===== src/rtl/instr_buffer.sv =====
// Instruction fetch buffer: circular FIFO of {pc, instr, adel} between fetch and decode.
// Optional same-cycle fetch-to-decode bypass when empty is enabled by defining IBUF_BYPASS_EN.
module instr_buffer #(
  parameter int DEPTH = 8,
  parameter int AW    = $clog2(DEPTH)
) (
  input  logic          clk,
  input  logic          resetn,
  input  logic          flush_i,
  input  logic          if_valid_i,
  output logic          if_ready_o,
  input  logic [31:0]   if_pc_i,
  input  logic [31:0]   if_instr_i,
  input  logic          if_adel_i,
  input  logic          id_stall_i,
  output logic          id_valid_o,
  output logic [31:0]   id_pc_o,
  output logic [31:0]   id_instr_o,
  output logic          id_adel_o,
  output logic [AW:0]   count_o
);

  localparam logic [AW:0] FULL_CNT = (AW+1)'(DEPTH);

  logic [31:0]   pc_mem    [DEPTH];
  logic [31:0]   instr_mem [DEPTH];
  logic          adel_mem  [DEPTH];

  logic [AW-1:0] wr_ptr_q, wr_ptr_d;
  logic [AW-1:0] rd_ptr_q, rd_ptr_d;
  logic [AW:0]   count_q, count_d;

  logic full, empty, bypass, push, pop, pop_buf;

  assign full  = (count_q == FULL_CNT);
  assign empty = (count_q == '0);

`ifdef IBUF_BYPASS_EN
  assign bypass = empty & if_valid_i & ~flush_i;
`else
  assign bypass = 1'b0;
`endif

  assign if_ready_o = ~full;
  assign count_o    = count_q;
  assign id_valid_o = (~empty | bypass) & ~flush_i;

  assign pop     = id_valid_o & ~id_stall_i;
  // A bypassed entry consumed by decode never occupies a slot.
  assign pop_buf = pop & ~empty;
  assign push    = if_valid_i & if_ready_o & ~flush_i & ~(bypass & ~id_stall_i);

  always_comb begin
    id_pc_o    = '0;
    id_instr_o = '0;
    id_adel_o  = 1'b0;
    if (id_valid_o) begin
      if (bypass) begin
        id_pc_o    = if_pc_i;
        id_instr_o = if_instr_i;
        id_adel_o  = if_adel_i;
      end else begin
        id_pc_o    = pc_mem[rd_ptr_q];
        id_instr_o = instr_mem[rd_ptr_q];
        id_adel_o  = adel_mem[rd_ptr_q];
      end
    end
  end

  always_comb begin
    wr_ptr_d = wr_ptr_q;
    rd_ptr_d = rd_ptr_q;
    count_d  = count_q;
    if (flush_i) begin
      wr_ptr_d = '0;
      rd_ptr_d = '0;
      count_d  = '0;
    end else begin
      if (push)    wr_ptr_d = wr_ptr_q + 1'b1;
      if (pop_buf) rd_ptr_d = rd_ptr_q + 1'b1;
      unique case ({push, pop_buf})
        2'b10:   count_d = count_q + 1'b1;
        2'b01:   count_d = count_q - 1'b1;
        default: count_d = count_q;
      endcase
    end
  end

  always_ff @(posedge clk or negedge resetn) begin
    if (!resetn) begin
      wr_ptr_q <= '0;
      rd_ptr_q <= '0;
      count_q  <= '0;
    end else begin
      wr_ptr_q <= wr_ptr_d;
      rd_ptr_q <= rd_ptr_d;
      count_q  <= count_d;
    end
  end

  // Storage is not reset; contents are only visible through a valid head.
  always_ff @(posedge clk) begin
    if (push) begin
      pc_mem[wr_ptr_q]    <= if_pc_i;
      instr_mem[wr_ptr_q] <= if_instr_i;
      adel_mem[wr_ptr_q]  <= if_adel_i;
    end
  end

endmodule


===== config.mk =====
export PLATFORM = sky130hd
export DESIGN_NAME = instr_buffer
export DESIGN_NICKNAME = d
export VERILOG_FILES = /design/src/rtl/instr_buffer.sv
export SDC_FILE = /design/constraint.sdc
export NUM_CORES = 1
export LEC_CHECK = 0
export CAP_MARGIN = 10
export CORE_ASPECT_RATIO = 0.9
export CORE_UTILIZATION = 41
export DETAILED_ROUTE_END_ITERATION = 7
export PLACE_DENSITY = 0.66
export SYNTH_ARGS = -nofsm -noshare
export SYNTH_HDL_FRONTEND = slang
export SYNTH_SLANG_ARGS = --single-unit
export TNS_END_PERCENT = 30

===== constraint.sdc =====
create_clock -name clk -period 9.1 [get_ports clk]
set_clock_uncertainty 0.15 [all_clocks]
set_input_delay 0.91 -clock clk [delete_from_list [all_inputs] [get_ports clk]]
set_output_delay 0.91 -clock clk [all_outputs]
set_load 0.03 [all_outputs]

==> impl_metrics.json <==
{
  "clock_insertion_delay_worst_skew_ps": 580,
  "detailed_place_hpwl_mm": 20.77,
  "drt_first_iter_violations": 678,
  "finalWorstPathRequiredPeriod_ps": 5131,
  "gr-total-overflow": 0,
  "synth-async-reset-ratio": 0.01887,
  "grt_setup_unrepaired": "no",
  "grt_first_pass_wirelength_mm": 60.55,
  "final_nets": 1145,
  "ctsRootBufferMaster": "clkbuf_16",
  "cellLeakagePower_nw": 7.353,
  "clock_sinks": 530,
  "synth_enable_flop_cells": 520,
  "area_growth_syn_to_layout_pct": 18.69,
  "synth_seq_cells": 530,
  "timing_worst_setup_path_type": "flip-flop to output port",
  "routed_wire_length_per_instance_um": 22.88,
  "post_route_ant_nets": 0,
  "dp.cells": 1648,
  "cts-buffers-inserted": 53,
  "fraction_of_layout_cells_with_a_size_suffix_above_1": 0.2203,
  "gp_congestion": 0.7082,
  "via_count": 9228,
  "final_max_slew_viol_count": 0,
  "synth_top_area_cell": "edfxtp_1",
  "num-fill-cells": 3960,
  "grt_pass1_vias": 9983,
  "antennaDiodeCount": 0,
  "required_ps": 8040,
  "io_buffer_count": 140,
  "placement.cell_area_sq_um": 22530,
  "final_cells": 1744,
  "netlist-cell-type-count": 39,
  "dieHeight_um": 213.5,
  "multi_input_area_sq_um": 4312,
  "max-clock-path-buffers": 3,
  "drtPass1Iterations": 4,
  "vdd_drop_max_mv": 0.1934,
  "final.period_utilization": 0.5639,
  "timing.critical_path.to_type": "output port",
  "cts-resized-gates": 0,
  "grt_start_max_net_pins": 73,
  "dieWidth_um": 237.0,
  "cts_hold_buffers": 0,
  "groute.usage.overall": 0.1624,
  "synth_fp_nets": 980,
  "power-per-cell-area_nw_per_um2": 264.0,
  "tightest_slew_ps": 1125,
  "regArea_sq_um": 15880,
  "post_synth_instance_area_sq_um": 20380,
  "postSynthAreaPerCell_sq_um": 22.50,
  "hold_viol_final": 0,
  "seq_area_frac_synth": 0.7784,
  "coreArea_sq_um": 49130,
  "synth_top_cells_by_area": "edfxtp_1, mux4_2, mux2i_1",
  "setup-tns-final_ps": 0,
  "netlist_instances": 906,
  "yosysWarningCount": 0,
  "fp.dieArea_sq_um": 50610,
  "status": "completed",
  "drc_errors": 0,
  "cts_max_level": 2,
  "postCtsSetupBuffers": 0,
  "power.total_w": 0.006386,
  "cts_tree": "done",
  "avgViaCountPerCell": 5.291,
  "report.final.setup_viol": 0,
  "drv.max_cap_violation_count": 0,
  "netlist.area_leader.share": 0.7661,
  "final_cell_area_sq_um": 24190,
  "cp-start-kind": "flip-flop",
  "min-delay-path-class": "input pin to async pin",
  "slew_headroom": 0.2501,
  "max_freq_mhz": 194.9,
  "cts.reportedPaths.clkPinSlew_ps": 60,
  "io_pins": 141,
  "antenna_found_initial": 3,
  "drt_wl_total_mm": 39.90,
  "rows": 77,
  "initial_utilization": 0.4148,
  "postSynth.topFlopCell": "edfxtp_1",
  "worst-path-max-fanout": 72,
  "cp.arrival_ps": 4070
}
critical path: stages (launching register included):
cell	delay (ps)
dfrtp_4	1150
buf_4	860
mux4_2	410
mux2i_1	280
nor2_1	90
clkdlybuf4s50_1	630
worst paths after layout:
kind                        startpoint          endpoint  cells after the start  slack [ps]
max                        rd_ptr_q[1]         id_adel_o                      5        3970
min                             resetn        count_o[0]                      1         500
max reg2reg                 count_o[3]  instr_mem[2][28]                      5        5910
min reg2reg                wr_ptr_q[1]       wr_ptr_q[1]                      2         510
max in group asynchronous       resetn       rd_ptr_q[0]                      1        7940
min in group clk           wr_ptr_q[1]       wr_ptr_q[1]                      2         510
Yosys cell counts (2+ instances only):
cell	instances
a22o_1	2
dfrtp_1	10
buf_2	20
nand2_1	10
buf_6	2
nor3_1	5
xnor2_1	3
mux4_2	130
inv_1	2
buf_4	6
nand3b_1	3
ha_1	4
mux2i_1	66
nor2_1	73
clkbuf_1	12
edfxtp_1	520
nand2_2	4
a21oi_1	3
nor4_1	2
buf_1	9
xor2_1	2
metal layers:
metal,part of all wire,vias up,GRT usage
met3,0.050,64,0.03231
met1,0.45,4867,0.2242
met4,0.020,6,0.04904
met2,0.48,207,0.2634
met5,0.00090,-,0
li1,-,4084,-
placed cells by master (no fill, tap or decap), drive strengths merged, types with 2 or more instances in the layout:
master	instances
xor2	2
clkinv	27
nor2	73
inv	4
dfrtp	10
ha	4
bufinv	4
clkbuf	63
nand2	14
nand3b	3
mux4	130
a21oi	4
buf	19
edfxtp	520
a22o	2
nor3	5
clkdlybuf4s50	140
o21ai	2
mux2i	66
nor4	2
xnor2	3
power by group:
group | total [W] | switching [W] | internal [W]
Clock | 0.00208 | 0.000874 | 0.00121
Combinational | 0.00143 | 0.000735 | 0.000692
Sequential | 0.00288 | 0.000104 | 0.00277
registers in the layout, indices dropped and copies added (netlist names):
signal / count
pc_mem: 256
instr_mem: 256
adel_mem: 8
count_o: 4
wr_ptr_q: 3
rd_ptr_q: 3
metrics by stage:
stage / util / worst slack (ps) / hold WS, ps
2_1_floorplan: - / 370.2 / 396.0
3_3_place_gp: 0.4586 / 4452 / 482.1
3_5_place_dp: 0.4586 / 4473 / 495.6
4_1_cts: 0.4924 / 3830 / 480.0
5_1_grt: 0.4924 / 3640 / 513.1
6_report: 0.4924 / 3969 / 496.9
area by class of cell:
| type | instances | share of cell area |
|---|---|---|
| flip-flops and latches | 530 | 0.6563 |
| multi-input cells | 324 | 0.1782 |
| repair buffers | 159 | 0.06382 |
| clock buffers | 63 | 0.05813 |
| well taps | 632 | 0.03269 |
| clock inverters | 33 | 0.01040 |
| inverters | 3 | 0.0004655 |
cell families after synthesis:
| family | count (synthesis) | share of synthesized area |
|---|---|---|
| compound gates | 12 | 0.004420 |
| xor+xnor | 5 | 0.002149 |
| fa+ha+maj | 5 | 0.002947 |
| buf+inv | 52 | 0.01265 |
| flops | 530 | 0.7784 |
| mux | 197 | 0.1766 |
| simple gates | 105 | 0.02284 |
Power figures use the tool's default switching activity.
